==> src/rtl/demux16_capture.sv <==
// demux16_capture: registered 1-to-16 demultiplexer with auto frame fill.
// Auto mode fills lanes 0..15 in order and holds the finished frame until
// frame_ack. Explicit mode writes the lane addressed by sel.
// Optional macro DEMUX16_OVERFLOW_EN adds the sticky 'overflow' output.
//
// state  | meaning
// -------+------------------------------------------------
// S_IDLE | no frame in progress, ptr=0; explicit writes here
// S_FILL | auto capture in progress, ptr = next lane
// S_HOLD | frame complete on Y, frame_valid=1, waiting ack
module demux16_capture #(
    parameter int WIDTH = 1
) (
    input  logic                  clk,
    input  logic                  rst_n,
    input  logic                  clear,
    input  logic                  mode,
    input  logic [WIDTH-1:0]      din,
    input  logic                  din_valid,
    input  logic [3:0]            sel,
    input  logic                  frame_ack,
    output logic [16*WIDTH-1:0]   Y,
    output logic [15:0]           lane_strobe,
    output logic [3:0]            ptr,
    output logic                  frame_valid,
    output logic                  busy
`ifdef DEMUX16_OVERFLOW_EN
    ,
    output logic                  overflow
`endif
);

    typedef enum logic [1:0] {
        S_IDLE = 2'd0,
        S_FILL = 2'd1,
        S_HOLD = 2'd2
    } state_t;

    state_t                r_state;
    state_t                w_next_state;
    logic [3:0]            r_ptr;
    logic [3:0]            w_ptr_next;
    logic                  w_we;
    logic [3:0]            w_lane;
    logic [16*WIDTH-1:0]   r_y;
    logic [15:0]           r_strobe;
`ifdef DEMUX16_OVERFLOW_EN
    logic                  w_drop;
    logic                  r_ovf;
`endif

    // State register; clear forces IDLE ahead of any handshake.
    always_ff @(posedge clk or negedge rst_n) begin
        if (!rst_n) begin
            r_state <= S_IDLE;
        end else if (clear) begin
            r_state <= S_IDLE;
        end else begin
            r_state <= w_next_state;
        end
    end

    // Next-state, write enable, target lane and pointer update.
    always_comb begin
        w_next_state = r_state;
        w_we         = 1'b0;
        w_lane       = r_ptr;
        w_ptr_next   = r_ptr;
`ifdef DEMUX16_OVERFLOW_EN
        w_drop       = 1'b0;
`endif
        case (r_state)
            S_IDLE: begin
                if (din_valid) begin
                    w_we = 1'b1;
                    if (!mode) begin
                        w_lane       = 4'd0;
                        w_ptr_next   = 4'd1;
                        w_next_state = S_FILL;
                    end else begin
                        w_lane = sel;
                    end
                end
            end
            S_FILL: begin
                if (din_valid) begin
                    w_we       = 1'b1;
                    w_lane     = r_ptr;
                    w_ptr_next = r_ptr + 4'd1;
                    if (r_ptr == 4'd15) begin
                        w_next_state = S_HOLD;
                    end
                end
            end
            S_HOLD: begin
                if (frame_ack) begin
                    // Same-cycle ack and data chains straight into the next frame.
                    if (din_valid) begin
                        w_we         = 1'b1;
                        w_lane       = 4'd0;
                        w_ptr_next   = 4'd1;
                        w_next_state = S_FILL;
                    end else begin
                        w_ptr_next   = 4'd0;
                        w_next_state = S_IDLE;
                    end
                end else begin
`ifdef DEMUX16_OVERFLOW_EN
                    w_drop = din_valid;
`endif
                end
            end
            default: begin
                w_ptr_next   = 4'd0;
                w_next_state = S_IDLE;
            end
        endcase
    end

    // Lane storage, write strobe and fill pointer.
    always_ff @(posedge clk or negedge rst_n) begin
        if (!rst_n) begin
            r_ptr    <= 4'd0;
            r_y      <= '0;
            r_strobe <= '0;
        end else if (clear) begin
            r_ptr    <= 4'd0;
            r_y      <= '0;
            r_strobe <= '0;
        end else begin
            r_ptr    <= w_ptr_next;
            r_strobe <= w_we ? (16'h0001 << w_lane) : 16'h0000;
            if (w_we) begin
                r_y[w_lane*WIDTH +: WIDTH] <= din;
            end
        end
    end

`ifdef DEMUX16_OVERFLOW_EN
    // Sticky flag for words dropped while a frame waits for ack.
    always_ff @(posedge clk or negedge rst_n) begin
        if (!rst_n) begin
            r_ovf <= 1'b0;
        end else if (clear) begin
            r_ovf <= 1'b0;
        end else if (w_drop) begin
            r_ovf <= 1'b1;
        end
    end

    assign overflow = r_ovf;
`endif

    assign Y           = r_y;
    assign lane_strobe = r_strobe;
    assign ptr         = r_ptr;
    assign frame_valid = (r_state == S_HOLD);
    assign busy        = (r_state != S_IDLE);

endmodule

==> config.mk <==
export PLATFORM = sky130hd
export DESIGN_NAME = demux16_capture
export DESIGN_NICKNAME = d
export VERILOG_FILES = /design/src/rtl/demux16_capture.sv
export SDC_FILE = /design/constraint.sdc
export NUM_CORES = 1
export LEC_CHECK = 0
export CAP_MARGIN = 30
export CORE_ASPECT_RATIO = 0.6
export CORE_MARGIN = 2
export CORE_UTILIZATION = 54
export DETAILED_ROUTE_END_ITERATION = 6
export PLACE_DENSITY = 0.89
export SYNTH_ARGS = -nofsm -noshare
export SYNTH_HDL_FRONTEND = slang
export SYNTH_SLANG_ARGS = --single-unit
==> constraint.sdc <==
create_clock -name clk -period 8.5 [get_ports clk]
set_input_delay 1.7 -clock clk [delete_from_list [all_inputs] [get_ports clk]]
set_output_delay 1.7 -clock clk [all_outputs]
set_load 0.1 [all_outputs]
## Yosys cells after proc, flatten, opt, wreduce, memory -nomap -nowiden

Cells that the tools add are included.

- Register bits: 38
- Bits of input ports: 11
- Output and inout port bits: 38
- Word-level logic and storage cells: 51

- $add $sub $neg: 2
- Equal/unequal tests: 8
- Shifts and indexed selects: 3
- Multiplexer cells: 28
- Reductions and logical operators: 6

Operators with widths:

| cell | count |
|---|---|
| 16-bit 2-to-1 mux | 4 |
| 4-bit 2-to-1 mux | 9 |
| 4-bit negation with 34-bit output | 1 |
| 1-bit by 34-bit variable shift with 16-bit output, first input constant | 1 |
| 1-bit by 34-bit variable part select with 16-bit output | 1 |
| 16-bit bitwise mux | 1 |
| 1-bit by 4-bit left shift with 16-bit output, first input constant | 1 |
| 3-bit != test, second input constant | 5 |
| 2-bit 2-to-1 mux | 6 |
| 4-bit one-hot mux with 3 select lines | 1 |
| 4-bit one-hot mux with 2 select lines | 1 |
| 2-bit one-hot mux with 3 select lines | 1 |
| 5-bit AND reduction | 1 |
| 4-bit by 1-bit adder with 4-bit output, second input constant | 1 |
| 4-bit equality test, second input constant | 1 |
| 1-bit 2-to-1 mux | 4 |
| 4-bit AND reduction | 1 |
| 2-bit nonzero test | 2 |
| 2-bit by 1-bit equality test with 1-bit output, second input constant | 1 |
| 2-bit equality test, second input constant | 1 |
| 2-bit zero test | 1 |
| 1-bit one-hot mux with 2 select lines | 1 |
| 2-bit OR reduction | 1 |

## Depth between registers and ports, before layout

Gate-level depths: netlist (run 1).

- Depth after elaboration: 8
- Gate-level depth with buffers: 12
- Depth with buffers taken out: 11

## Least setup slack after synthesis (run 1)

Ideal clock, no wire load.

- Path kind: input-to-reg
- From: input port frame_ack
- To: register r_y[0] (netlist: Y[0])
- Library setup time: 0.128 ns
- Arrival time: 4.067 ns
- Required time: 8.372 ns
- Slack: 4.306 ns
- Stages: 11
- Path buffers: 0
- Cells stage by stage: or2b_1 > a21boi_0 > or2_2 > inv_1 > ha_1 > ha_1 > or2_2 > nor3_1 > nand4_1 > nor4_2 > mux2_1

- Cells in the longest elaborated chain, start to end: 7
- Elaborated cells between the ends (all ways): 11
- Classes of those cells: add/sub (1); shift (2); mux (7); reduce/logical (1)

RTL lines:

| item | RTL line | source |
|---|---|---|
| start, declared | 21 | `input logic frame_ack,` |
| 4-bit 2-to-1 mux | 96 | `if (frame_ack) begin` |
| 4-bit one-hot mux with 2 select lines | 72 | `case (r_state)` |
| 4-bit negation with 34-bit output | 134 | `r_y[w_lane*WIDTH +: WIDTH] <= din;` |
| 1-bit by 34-bit variable part select with 16-bit output or 1-bit by 34-bit variable shift with 16-bit output (tied branches) | 134 |  |
| 16-bit bitwise mux | 134 |  |
| 16-bit 2-to-1 mux | 133 | `if (w_we) begin` |
| 16-bit 2-to-1 mux | 126 | `end else if (clear) begin` |
| end signal, assigned by index | 134 |  |
| end, declared | 45 | `logic [16*WIDTH-1:0] r_y;` |

Parallel ways exist; a longest one is shown, timed or not. The select of a mux whose other input is x is not followed.
A chain may end at the register's enable or synchronous reset.

## Worst setup path in the final report (run 1)

- From: input port din_valid
- To: register r_y[10] (netlist: Y[10])

- Cells in the longest elaborated chain, start to end: 8
- Elaborated cells between the ends (all ways): 14
- Classes of those cells: add/sub (1); shift (2); mux (10); reduce/logical (1)

RTL lines:

| item | RTL line | source |
|---|---|---|
| start, declared | 19 | `input logic din_valid,` |
| 4-bit 2-to-1 mux | 98 | `if (din_valid) begin` |
| 4-bit 2-to-1 mux | 96 |  |
| 4-bit one-hot mux with 2 select lines | 72 |  |
| 4-bit negation with 34-bit output | 134 |  |
| 1-bit by 34-bit variable part select with 16-bit output or 1-bit by 34-bit variable shift with 16-bit output (tied branches) | 134 |  |
| 16-bit bitwise mux | 134 |  |
| 16-bit 2-to-1 mux | 133 |  |
| 16-bit 2-to-1 mux | 126 |  |

Parallel ways exist; a longest one is shown, timed or not. The select of a mux whose other input is x is not followed.

==> impl_summary.md, run 1 <==
Clocking
Hold repair after CTS inserted 0 buffers. The number of buffers inserted during clock tree synthesis is 5. The latest clock arrival within the worst-skew pair is 0.28 ns. TritonCTS built the clock tree. The clock slew at the register clock pins of the worst setup and hold paths is 0.07 ns.

The number of clock sinks is 38. The total of cells resized after clock tree synthesis is 0. After clock tree synthesis, the setup repair step added 0 buffers.

CTS built an H-tree with a depth of 2. The root buffer cell is clkbuf_8. The number of buffers between clock root and the deepest sink is 2.

Logic synthesis
The distinct cell type count after synthesis is 45. Counting flops with an async set or reset pin after synthesis yields a share of 100%. Summing every instance area after synthesis gives 2110 um2. Counting flops with a built-in enable in the synthesized netlist gives 0. Synthesis handed over a netlist of 206 instances. The fraction of post-synthesis cell area in the top cell type by area is 45.1%.

The register bit count reported by yosys is 38. Yosys attributes the largest share of cell area to dfrtp_1 (45%), mux2i_1 (7.1%), nand2b_1 (6.2%), ha_1 (4.7%), and2_1 (3.0%). Averaged over all synthesized cells, the footprint is 10.2 um2. The total of warnings raised by yosys is 0.

The proportion of synthesized chip area in sequential cells is 45.1%. The number of nets in the synthesized netlist is 225. The cell type with the highest aggregate area in the netlist is dfrtp_1. The most instantiated flip-flop cell in the synthesis netlist is dfrtp_1.

GRT
The total congestion overflow after global routing is 0. Across every metal layer, demand over resource in global routing totals 24.6%. The number of global-route vias before repair is 1643. The initial antenna violation count is 0.

The maximum number of pins on one net before global-route repair is 39. The first global-routing pass estimated 8240 um of wire.

STA
Setup repair after global routing left no endpoint under its margin. The minimum period implied by the final worst setup slack is 4.96 ns. Static timing analysis puts the maximum clock frequency at 0.202 GHz. The number of pins with negative max-slew slack in the final report is 0. The slew of the pin with the lowest slew margin is 0.987 ns. The worst slew margin relative to its limit is 34.0%.

The count of final setup violators is 0. The part of the cycle the worst path needs is 58.3%. The count of endpoints failing hold in the final timing report is 0. The largest clock skew in the final design is 0.00475 ns. The post-route setup TNS is 0 ns.

Hold path
The cell depth of the worst hold path is 2. The endpoint of the worst hold path is Y[11]. The startpoint of the lowest-slack hold path is Y[11]. The path class of the lowest-slack min-delay path is reg2reg.

Route
The post-detailed-route DRC marker count is 0. The total via count after detailed routing is 1734. Dividing the detail-routed wire length by the instance count gives 16.3 um.

The number of nets still failing antenna checks after routing is 0. Dividing the detail-routed via count by the number of cells gives 5.72. The wire length reported by the detailed router is 4930 um. For this block, the initial DRC count from the detailed router was 81. The iteration count of the initial detailed-routing pass is 4.

Power
The worst-case IR drop observed on VDD is 0.0000983 V. The leakage power is 1.16 nW. For this design the ratio of total power to cell area is 153 nW/um2.

The overall power of the completed layout is 0.418 mW.

Final layout
The final layout contains 274 nets. The fraction of layout instances using a drive strength above 1 is 8.59%. Relative to the synthesized area, the layout overhead comes to 29.2%.

The repair_antennas step left the layout with diodes totalling 0.

Outcome
The flow ran to the end, and the final reports show no timing, DRC or antenna violations.

Worst setup path
The worst setup path is launched from an input port. The destination of the worst register-to-register timing path is Y[0]. The worst register-to-register path begins at r_state[1]. The worst setup path is captured at a register.

STA puts the critical path data required time at 8.70 ns. Measured in cells, the most critical reg-to-reg path has a length of 11. The critical path arrival is 5.15 ns. The setup path with the least slack is of type in2reg. Along the worst path, the maximum fanout reaches 14.

The worst-case register-to-register setup slack is 4.92 ns.

Placed design
The placer's final routability congestion estimate is 0.857. The count of buffers added on input and output ports is 48. Summed over all nets, the half-perimeter wirelength after detailed placement is 3410 um.

Floorplanning
The die covers 4440 um2. The height of the die is 52.4 um. The floorplan die width is 84.7 um. The number of core rows is 17. The I/O pin total is 49. The area of the core region is 3700 um2. Once the floorplan was initialized, standard cells occupied 57.0% of the core.

Flow run
Across the run, the number of max-cap violations was 0.
[area by class of cell]
type	count	area, um2
Tap cell	47	58.8
Clock buffer	7	76.3
Multi-Input combinational cell	152	1090
Clock inverter	1	30.0
Sequential cell	38	951
Timing Repair Buffer	49	488
Inverter	9	33.8
Fill cell	291	975
[worst max path at each step]
stage / start / endpoint / slack (ns) / depth (start not counted)
2_1_floorplan: frame_ack / Y[0] / 4.31 / 11
3_3_place_gp: din_valid / Y[0] / 3.41 / 12
3_5_place_dp: din_valid / Y[0] / 3.32 / 12
4_1_cts: din_valid / Y[0] / 3.57 / 12
5_1_grt: din_valid / Y[0] / 3.32 / 12
6_report: din_valid / Y[10] / 3.54 / 11
[cell usage after synthesis, types with 4 or more instances]
| cell | number |
|---|---|
| nor4_1 | 7 |
| and3_1 | 7 |
| nor3b_1 | 4 |
| inv_1 | 8 |
| o21ai_0 | 6 |
| nor2b_1 | 5 |
| and2_1 | 10 |
| dfrtp_1 | 38 |
| nand4_1 | 4 |
| nand2b_1 | 21 |
| nor3_1 | 7 |
| a21oi_1 | 6 |
| nand2_1 | 6 |
| nor2_1 | 9 |
| ha_1 | 8 |
| nand3_1 | 5 |
| mux2i_1 | 15 |
[cells in the final DEF, fill, tap and decap left out, drive strengths merged, types with 2 or more instances in the layout]
cell type,n
nand3,5
or2,5
or3,2
mux2i,15
nand4,4
ha,8
and2,10
dfrtp,38
nand2,6
inv,9
clkbuf,7
and3,7
nor3,7
nor2b,5
nor3b,6
a21oi,7
or2b,2
nand2b,21
nor2,10
clkdlybuf4s50,48
a21boi,3
o22a,2
nor4,9
o21ai,6
[report_power, final]
part / internal (mW) / switching [mW] / total (mW)
combinational: 0.0268 / 0.0583 / 0.0851
clock: 0.0877 / 0.0591 / 0.147
sequential: 0.183 / 0.00308 / 0.186
total: 0.298 / 0.121 / 0.418
[state kept, by name, indices dropped and copies added, names as in the netlist]
name / cells
Y: 16
lane_strobe: 16
ptr: 4
r_state: 2
[stage by stage]
step | utilization (%) | hold slack [ns] | std cells | instance area [um2] | setup slack (ns)
4_1_cts | 73.7 | 0.543 | 303 | 2730 | 3.57
2_1_floorplan | - | 0.756 | 206 | 2110 | 4.31
6_report | 73.7 | 0.541 | 303 | 2730 | 3.54
5_1_grt | 73.7 | 0.576 | 303 | 2730 | 3.32
3_3_place_gp | 70.8 | 0.529 | 295 | 2620 | 3.41
3_5_place_dp | 70.8 | 0.531 | 295 | 2620 | 3.32
[routing by layer]
metal  up-vias  track usage, %  part of all wire (%)
met5         -               0                     0
met4         0            7.67                  0.73
met3         7            6.93                   7.7
met2        72            38.2                    45
met1       829            33.9                    47
li1        826               -                     -
[critical path, stage by stage]
cell             delay [ns]
clkdlybuf4s50_1        0.75
a21boi_1               0.16
or2_1                  0.29
a22oi_4                0.28
inv_2                  0.11
nor3_1                 0.20
ha_1                   0.30
a2111oi_2              0.40
nand3_1                0.19
nor4_1                 0.51
mux2i_1                0.26
[cell families after synthesis]
group | count (synthesis) | share of synthesized area [%]
and+or+nand+nor | 103 | 30.3
AOI/OAI and AO/OA | 25 | 8.89
adders and majority gates | 8 | 4.74
buffers and inverters | 16 | 3.38
DFF | 38 | 45.1
muxes | 16 | 7.65
Power figures use the tool's default switching activity.
==> run 2: changes to the inputs <==
--- a/config.mk
+++ b/config.mk
@@ -8,9 +8,9 @@
 export CAP_MARGIN = 30
 export CORE_ASPECT_RATIO = 0.6
 export CORE_MARGIN = 2
-export CORE_UTILIZATION = 54
+export CORE_UTILIZATION = 50
 export DETAILED_ROUTE_END_ITERATION = 6
-export PLACE_DENSITY = 0.89
+export PLACE_DENSITY = 0.84
 export SYNTH_ARGS = -nofsm -noshare
 export SYNTH_HDL_FRONTEND = slang
 export SYNTH_SLANG_ARGS = --single-unit
==> constraint.sdc (replaced) <==
create_clock -name clk -period 5 [get_ports clk]
set_input_delay 1 -clock clk [delete_from_list [all_inputs] [get_ports clk]]
set_output_delay 1 -clock clk [all_outputs]
set_load 0.1 [all_outputs]
==> impl_summary.md, run 2 (same netlist as run 1, synthesis figures left out) <==
Worst setup path
The category of cells accounting for the largest share of critical-path delay is simple AND/OR/NAND/NOR gates. The critical path arrival was 4.43 ns (-0.72 ns). The delay of the slowest cell on the worst path is 0.63 ns (-0.12 ns). The category of the worst setup path capture point is a register. For this design, the slowest cell found on the critical path is clkdlybuf4s50_1. The critical path class is in2reg. The worst setup path is launched from an input port. The critical path goes through clkdlybuf4s50_1 -> nor2b_1 -> a21boi_0 -> or2_2 -> inv_1 -> ha_1 -> ha_1 -> or2_2 -> nor3_1 -> nand4_1 -> nor4_2 -> mux2_1. The critical-path maximum fanout is 14 (unchanged). The buffering stage count on the worst path with inverters included is 2 (unchanged). The data required time at the worst endpoint is 5.18 ns (-3.52 ns).

STA
The number of pins with negative max-slew slack in the final report is 0 (unchanged). The slew of the pin with the lowest slew margin is 0.982 ns (-0.00513 ns). The largest clock skew in the final design came to 0.00611 ns (+0.00137 ns). The count of endpoints failing hold in the final timing report is 0 (unchanged). Of the available clock period, the critical path in the final layout requires 84.9%. The final setup slack of the worst path is 0.757 ns (-2.79 ns). The count of final setup violators is 0 (unchanged). The post-route setup TNS is 0 ns (unchanged). Setup repair after global routing left no endpoint under its margin. The highest clock frequency the design can meet is 0.236 GHz.

The worst slew margin relative to its limit is 34.3% (+0.34 points). The minimum period implied by the final worst setup slack is 4.24 ns.

Floorplanning
The floorplan die width is 87.9 um (+3.7%). The area of the core region came to 4080 um2 (+10%). The initial cell density of the core was 51.8% (-5.3 points). The area enclosed by the die boundary is 4770 um2 (+7.5%). The I/O pin total is 49 (unchanged). The height of the die is 54.3 um (+3.6%). The number of core rows is 18 (+1).

Route
The post-detailed-route DRC marker count came to 0 (unchanged). The iteration count of the initial detailed-routing pass came to 4 (unchanged). The number of DRC markers after the initial detailed-route iteration is 46 (-43%). The wire length reported by the detailed router was 4650 um (-5.8%). The mean routed wirelength per cell was 14.7 um (-9.7%).

The via count normalized by instance count is 5.34 (-6.8%). The total via count after detailed routing was 1686 (-2.8%). The number of nets still failing antenna checks after routing was 0 (unchanged).

Final layout
The fraction of layout instances using a drive strength above 1 is 9.38% (+0.78 points). The antenna diode count was 0 (unchanged). The post-synthesis to final-layout area growth is 29.4%. The fraction of the core area covered by cells at the end of the flow is 67.0% (-6.7 points).

The library cells used most frequently in the layout, excluding fill and tap cells, are clkdlybuf4s50_1 (48), dfrtp_1 (38), nand2b_1 (21). Leaving out fill and tap cells, the most frequent cell in the layout is clkdlybuf4s50_1. The net count reported at finish is 274 (unchanged).

The filler cell count is 338 (+16%).

Clocking
Clock tree synthesis selected as its root buffer the cell clkbuf_8. The number of buffers added to fix hold violations after cts is 0 (unchanged). The total of cells resized after clock tree synthesis came to 0 (unchanged).

The number of H-tree levels is 2 (unchanged). The number of buffers between clock root and the deepest sink is 2 (unchanged). The latest clock arrival within the worst-skew pair is 0.30 ns (+0.02 ns). The clock slew at the register clock pins of the worst setup and hold paths is 0.08 ns (about the same). The number of buffers inserted to repair setup after CTS was 0 (unchanged). The number of buffers inserted during clock tree synthesis is 5 (unchanged). The number of clock sinks is 38 (unchanged). TritonCTS built the clock tree.

GRT
The maximum number of pins on one net before global-route repair is 39 (unchanged). The initial antenna violation count is 0 (unchanged). The total congestion overflow after global routing is 0 (unchanged). The global-route wire length before repair is 7360 um (-11%).

The overall track demand over capacity in global routing is 21.1% (-3.5 points). The number of global-route vias before repair was 1523 (-7.3%).

Placed design
The number of buffer cells added on primary ports was 48 (unchanged). The pre-CTS setup slack came to 0.489 ns (-2.83 ns). The sum of net half-perimeters after detailed placement is 3390 um (-0.55%). The placer's final routability congestion estimate is 0.871 (+1.6%).

Power
The highest ir drop seen on vdd is 0.000126 V (+28%). The leakage power came to 1.16 nW (-0.45%). The total power density per cell area came to 250 nW/um2 (+63%). The overall power of the completed layout is 0.683 mW (+63%).

Outcome
The run finished with clean final reports.

Flow run
The number of max-capacitance violations reported is 0 (unchanged).

Hold path
The path class of the lowest-slack min-delay path is reg2reg.
[run 2: cell types whose count changed in the layout (fill, tap and decap cells not counted)]
cell	previous run	this run
clkbuf_1	2	0
bufinv_16	1	0
clkbuf_8	5	6
clkinv_2	0	1
clkinvlp_4	0	1
[run 2: metrics by stage]
stage               instance area, um2  hold slack, ns  instances
detailed placement                2640           0.532        308
finish                            2730           0.548        316
global placement                  2640           0.533        308
global route                      2730           0.570        316
CTS                               2730           0.552        316
floorplan                         2110           0.704        206
[run 2: area by class of cell]
cell class | count | area [um2] | area share, %
Tap cell | 60 | 75.1 | 2.75
Timing Repair Buffer | 49 | 488 | 17.9
Inverter | 9 | 33.8 | 1.24
Sequential cell | 38 | 951 | 34.8
Multi-Input combinational cell | 152 | 1090 | 39.9
Clock inverter | 2 | 12.5 | 0.458
Clock buffer | 6 | 82.6 | 3.02
[run 2: layer usage]
layer | routed length, um | vias up | track usage, %
met5 | 0 | - | 0
met4 | 39 | 0 | 4.62
met3 | 355 | 4 | 6.03
met2 | 1850 | 66 | 30.4
met1 | 2400 | 794 | 31.4
li1 | - | 822 | -
[run 2: worst reg2reg max path: stages (launching register included)]
cell and delay [ns]:
dfrtp_1 0.62, or2b_1 0.32, a21boi_0 0.31, or2_2 0.24, inv_1 0.08, ha_1 0.25, ha_1 0.34, or2_2 0.35
nor3_1 0.20, nand4_1 0.14, nor4_2 0.24, mux2_1 0.36
[run 2: path summary, 6_finish.rpt]
kind / startpoint / endpoint / slack [ns] / cells after the start
min in group asynchronous: rst_n / Y[1] / 1.13 / 2
setup / recovery: din_valid / Y[0] / 0.76 / 12
setup reg to reg: r_state[1] / Y[0] / 1.44 / 11
hold reg to reg: Y[9] / Y[9] / 0.55 / 2
hold / removal: Y[9] / Y[9] / 0.55 / 2
max in group asynchronous: rst_n / Y[14] / 3.53 / 2
[run 2: power breakdown]
part | leakage (nW) | internal, mW | switching [mW]
clock | 0.0472 | 0.111 | 0.114
sequential | 0.528 | 0.311 | 0.00532
combinational | 0.581 | 0.0456 | 0.0965
==> run 3: changes to the inputs <==
--- a/config.mk
+++ b/config.mk
@@ -8,9 +8,9 @@
 export CAP_MARGIN = 30
 export CORE_ASPECT_RATIO = 0.6
 export CORE_MARGIN = 2
-export CORE_UTILIZATION = 50
+export CORE_UTILIZATION = 45
 export DETAILED_ROUTE_END_ITERATION = 6
-export PLACE_DENSITY = 0.84
+export PLACE_DENSITY = 0.8
 export SYNTH_ARGS = -nofsm -noshare
 export SYNTH_HDL_FRONTEND = slang
 export SYNTH_SLANG_ARGS = --single-unit
==> constraint.sdc (replaced) <==
create_clock -name clk -period 3.9 [get_ports clk]
set_input_delay 0.78 -clock clk [delete_from_list [all_inputs] [get_ports clk]]
set_output_delay 0.78 -clock clk [all_outputs]
set_load 0.1 [all_outputs]
==> impl_summary.md, run 3 (same netlist as run 1, synthesis figures left out) <==
Outcome
The flow ran to the end, and the final reports show no timing, DRC or antenna violations.

GRT
The overall track demand over capacity in global routing is 17.5% (-3.5 points). The maximum number of pins on one net before global-route repair came to 39 (unchanged). The met2 routing resource usage after global routing came to 27.0% (-3.4 points). The met3 usage is 5.02% (-1.0 points).

The total congestion overflow after global routing is 0 (unchanged). The number of global-route vias before repair came to 1600 (+5.1%). The initial antenna violation count came to 0 (unchanged).

The layer flagged by global routing as most heavily used is met2. The global-route wire length before repair was 7380 um (+0.38%). The met1 usage in global routing is 25.3% (-6.0 points).

Hold path
The worst hold path belongs to the class reg2reg.

Route
The iteration count of the initial detailed-routing pass was 4 (unchanged). The total via count after detailed routing is 1653 (-2.0%). The number of nets still failing antenna checks after routing is 0 (unchanged). The mean routed wirelength per cell came to 13.3 um (-9.7%). The post-detailed-route DRC marker count is 0 (unchanged). The number of DRC markers after the initial detailed-route iteration is 53 (+15%).

The via count normalized by instance count is 5.07 (-5.0%). The wire length reported by the detailed router came to 4330 um (-6.9%).

Final layout
The filler cell count is 391 (+16%). The net count reported at finish is 281 (+2.6%). The register cell area after layout is 951 um2 (unchanged).

The area growth from synthesis to layout is 31.7%. The fraction of the core area covered by cells at the end of the flow is 61.2% (-5.8 points). The antenna diode count is 0 (unchanged). In the layout the commonest cells are clkdlybuf4s50_1 (46), dfrtp_1 (38), nand2b_1 (21). The footprint of the multi-input gates came to 1090 um2 (unchanged).

The fraction of layout instances using a drive strength above 1 is 12.2% (+2.8 points). The library cell used most frequently in the layout, excluding fill and tap cells, is clkdlybuf4s50_1.

STA
The worst slew margin relative to its limit is 34.5% (+0.12 points). The tightest hold margin was 0.544 ns (-0.00447 ns). The slew of the pin with the lowest slew margin is 0.980 ns (-0.00186 ns).

The routed design could run at a clock period as short as 3.58 ns. The number of pins with negative max-slew slack in the final report was 0 (unchanged). The largest clock skew in the final design is 0.00544 ns (-0.000674 ns).

The highest clock frequency the design can meet is 0.279 GHz. The post-route setup TNS is 0 ns (unchanged). In the finished design, the share of the clock period the worst path needs comes to 91.9%. The count of endpoints failing hold in the final timing report was 0 (unchanged).

The count of final setup violators is 0 (unchanged). Setup repair after global routing left no endpoint under its margin.

Worst setup path
The data required time at the worst endpoint is 4.07 ns (-1.11 ns). The critical path is of the in2reg type. The startpoint type of the worst setup path is an input port.

The worst setup path is captured at a register. The critical path arrival is 3.75 ns (-0.68 ns). The critical-path maximum fanout is 8 (-6).

Power
The total power density per cell area is 312 nW/um2 (+25%). The highest ir drop seen on vdd was 0.000207 V (+64%). The leakage power is 1.19 nW (+3.4%).

Floorplanning
The area enclosed by the die boundary is 5270 um2 (+10%). The area of the core region was 4540 um2 (+11%). The I/O pin total is 49 (unchanged). The floorplan die width is 92.4 um (+5.2%). The number of core rows is 19 (+1). The height of the die is 57.1 um (+5.0%). The initial cell density of the core was 46.5% (-5.3 points).

Clocking
TritonCTS built the clock tree. The latest clock arrival within the worst-skew pair is 0.29 ns (about the same). The number of buffers added to fix hold violations after cts is 0 (unchanged). The number of buffers between clock root and the deepest sink is 2 (unchanged). The clock slew at the register clock pins of the worst setup and hold paths was 0.08 ns (about the same). The number of clock sinks came to 38 (unchanged). The number of buffers inserted during clock tree synthesis is 5 (unchanged). The root buffer cell is clkbuf_8. The number of buffers inserted to repair setup after CTS is 0 (unchanged). The total of cells resized after clock tree synthesis is 0 (unchanged).

The number of H-tree levels is 2 (unchanged).

Flow run
The number of max-capacitance violations reported is 0 (unchanged).

Placed design
The placer's final routability congestion estimate is 0.885 (+1.7%). The sum of net half-perimeters after detailed placement came to 3230 um (-4.8%). The number of buffer cells added on primary ports is 48 (unchanged).
==> run 3: per-stage QoR <==
step	setup WS, ns	power (mW)	std cells	instance area [um2]
floorplan	0.626	0.542	206	2110
global placement	0.0656	0.598	318	2690
detailed placement	0.0165	0.600	318	2690
CTS	0.311	0.874	326	2780
global route	0.110	0.910	326	2780
finish	0.318	0.868	326	2780
==> run 3: worst paths after layout <==
path / cells after the start / slack [ns] / to / startpoint
setup reg to reg: 11 / 0.65 / Y[0] / r_state[1]
setup / recovery: 12 / 0.32 / Y[0] / din_valid
hold reg to reg: 2 / 0.54 / Y[10] / Y[10]
hold / removal: 2 / 0.54 / Y[10] / Y[10]
min in group asynchronous: 2 / 0.92 / lane_strobe[6] / rst_n
max in group asynchronous: 2 / 2.65 / ptr[2] / rst_n
==> run 3: final cells by class <==
type	count	share of cell area (%)
clock buffers	7	3.11
clock inverters	1	0.180
inverters	9	1.22
multi-input cells	152	39.2
flip-flops and latches	38	34.2
well taps	63	2.84
repair buffers	56	19.3
==> run 3: where the power goes <==
group / total (mW) / internal (mW) / switching, mW
sequential: 0.406 / 0.399 / 0.00673
combinational: 0.187 / 0.0649 / 0.122
clock: 0.275 / 0.143 / 0.133
==> run 3: critical path, cell delays in order <==
cell and delay, ns:
clkdlybuf4s50_1 0.61, nor2b_1 0.20, a21boi_0 0.12, or2_2 0.35
inv_1 0.10, ha_1 0.17, ha_1 0.24, or2_2 0.34
nor3_1 0.20, nand4_1 0.13, nor4_2 0.17, mux2_1 0.34
==> run 3: layer usage <==
layer	part of all wire, %	up-vias
li1	-	838
met2	43	39
met4	0.092	0
met5	0	-
met1	52	774
met3	5.4	2
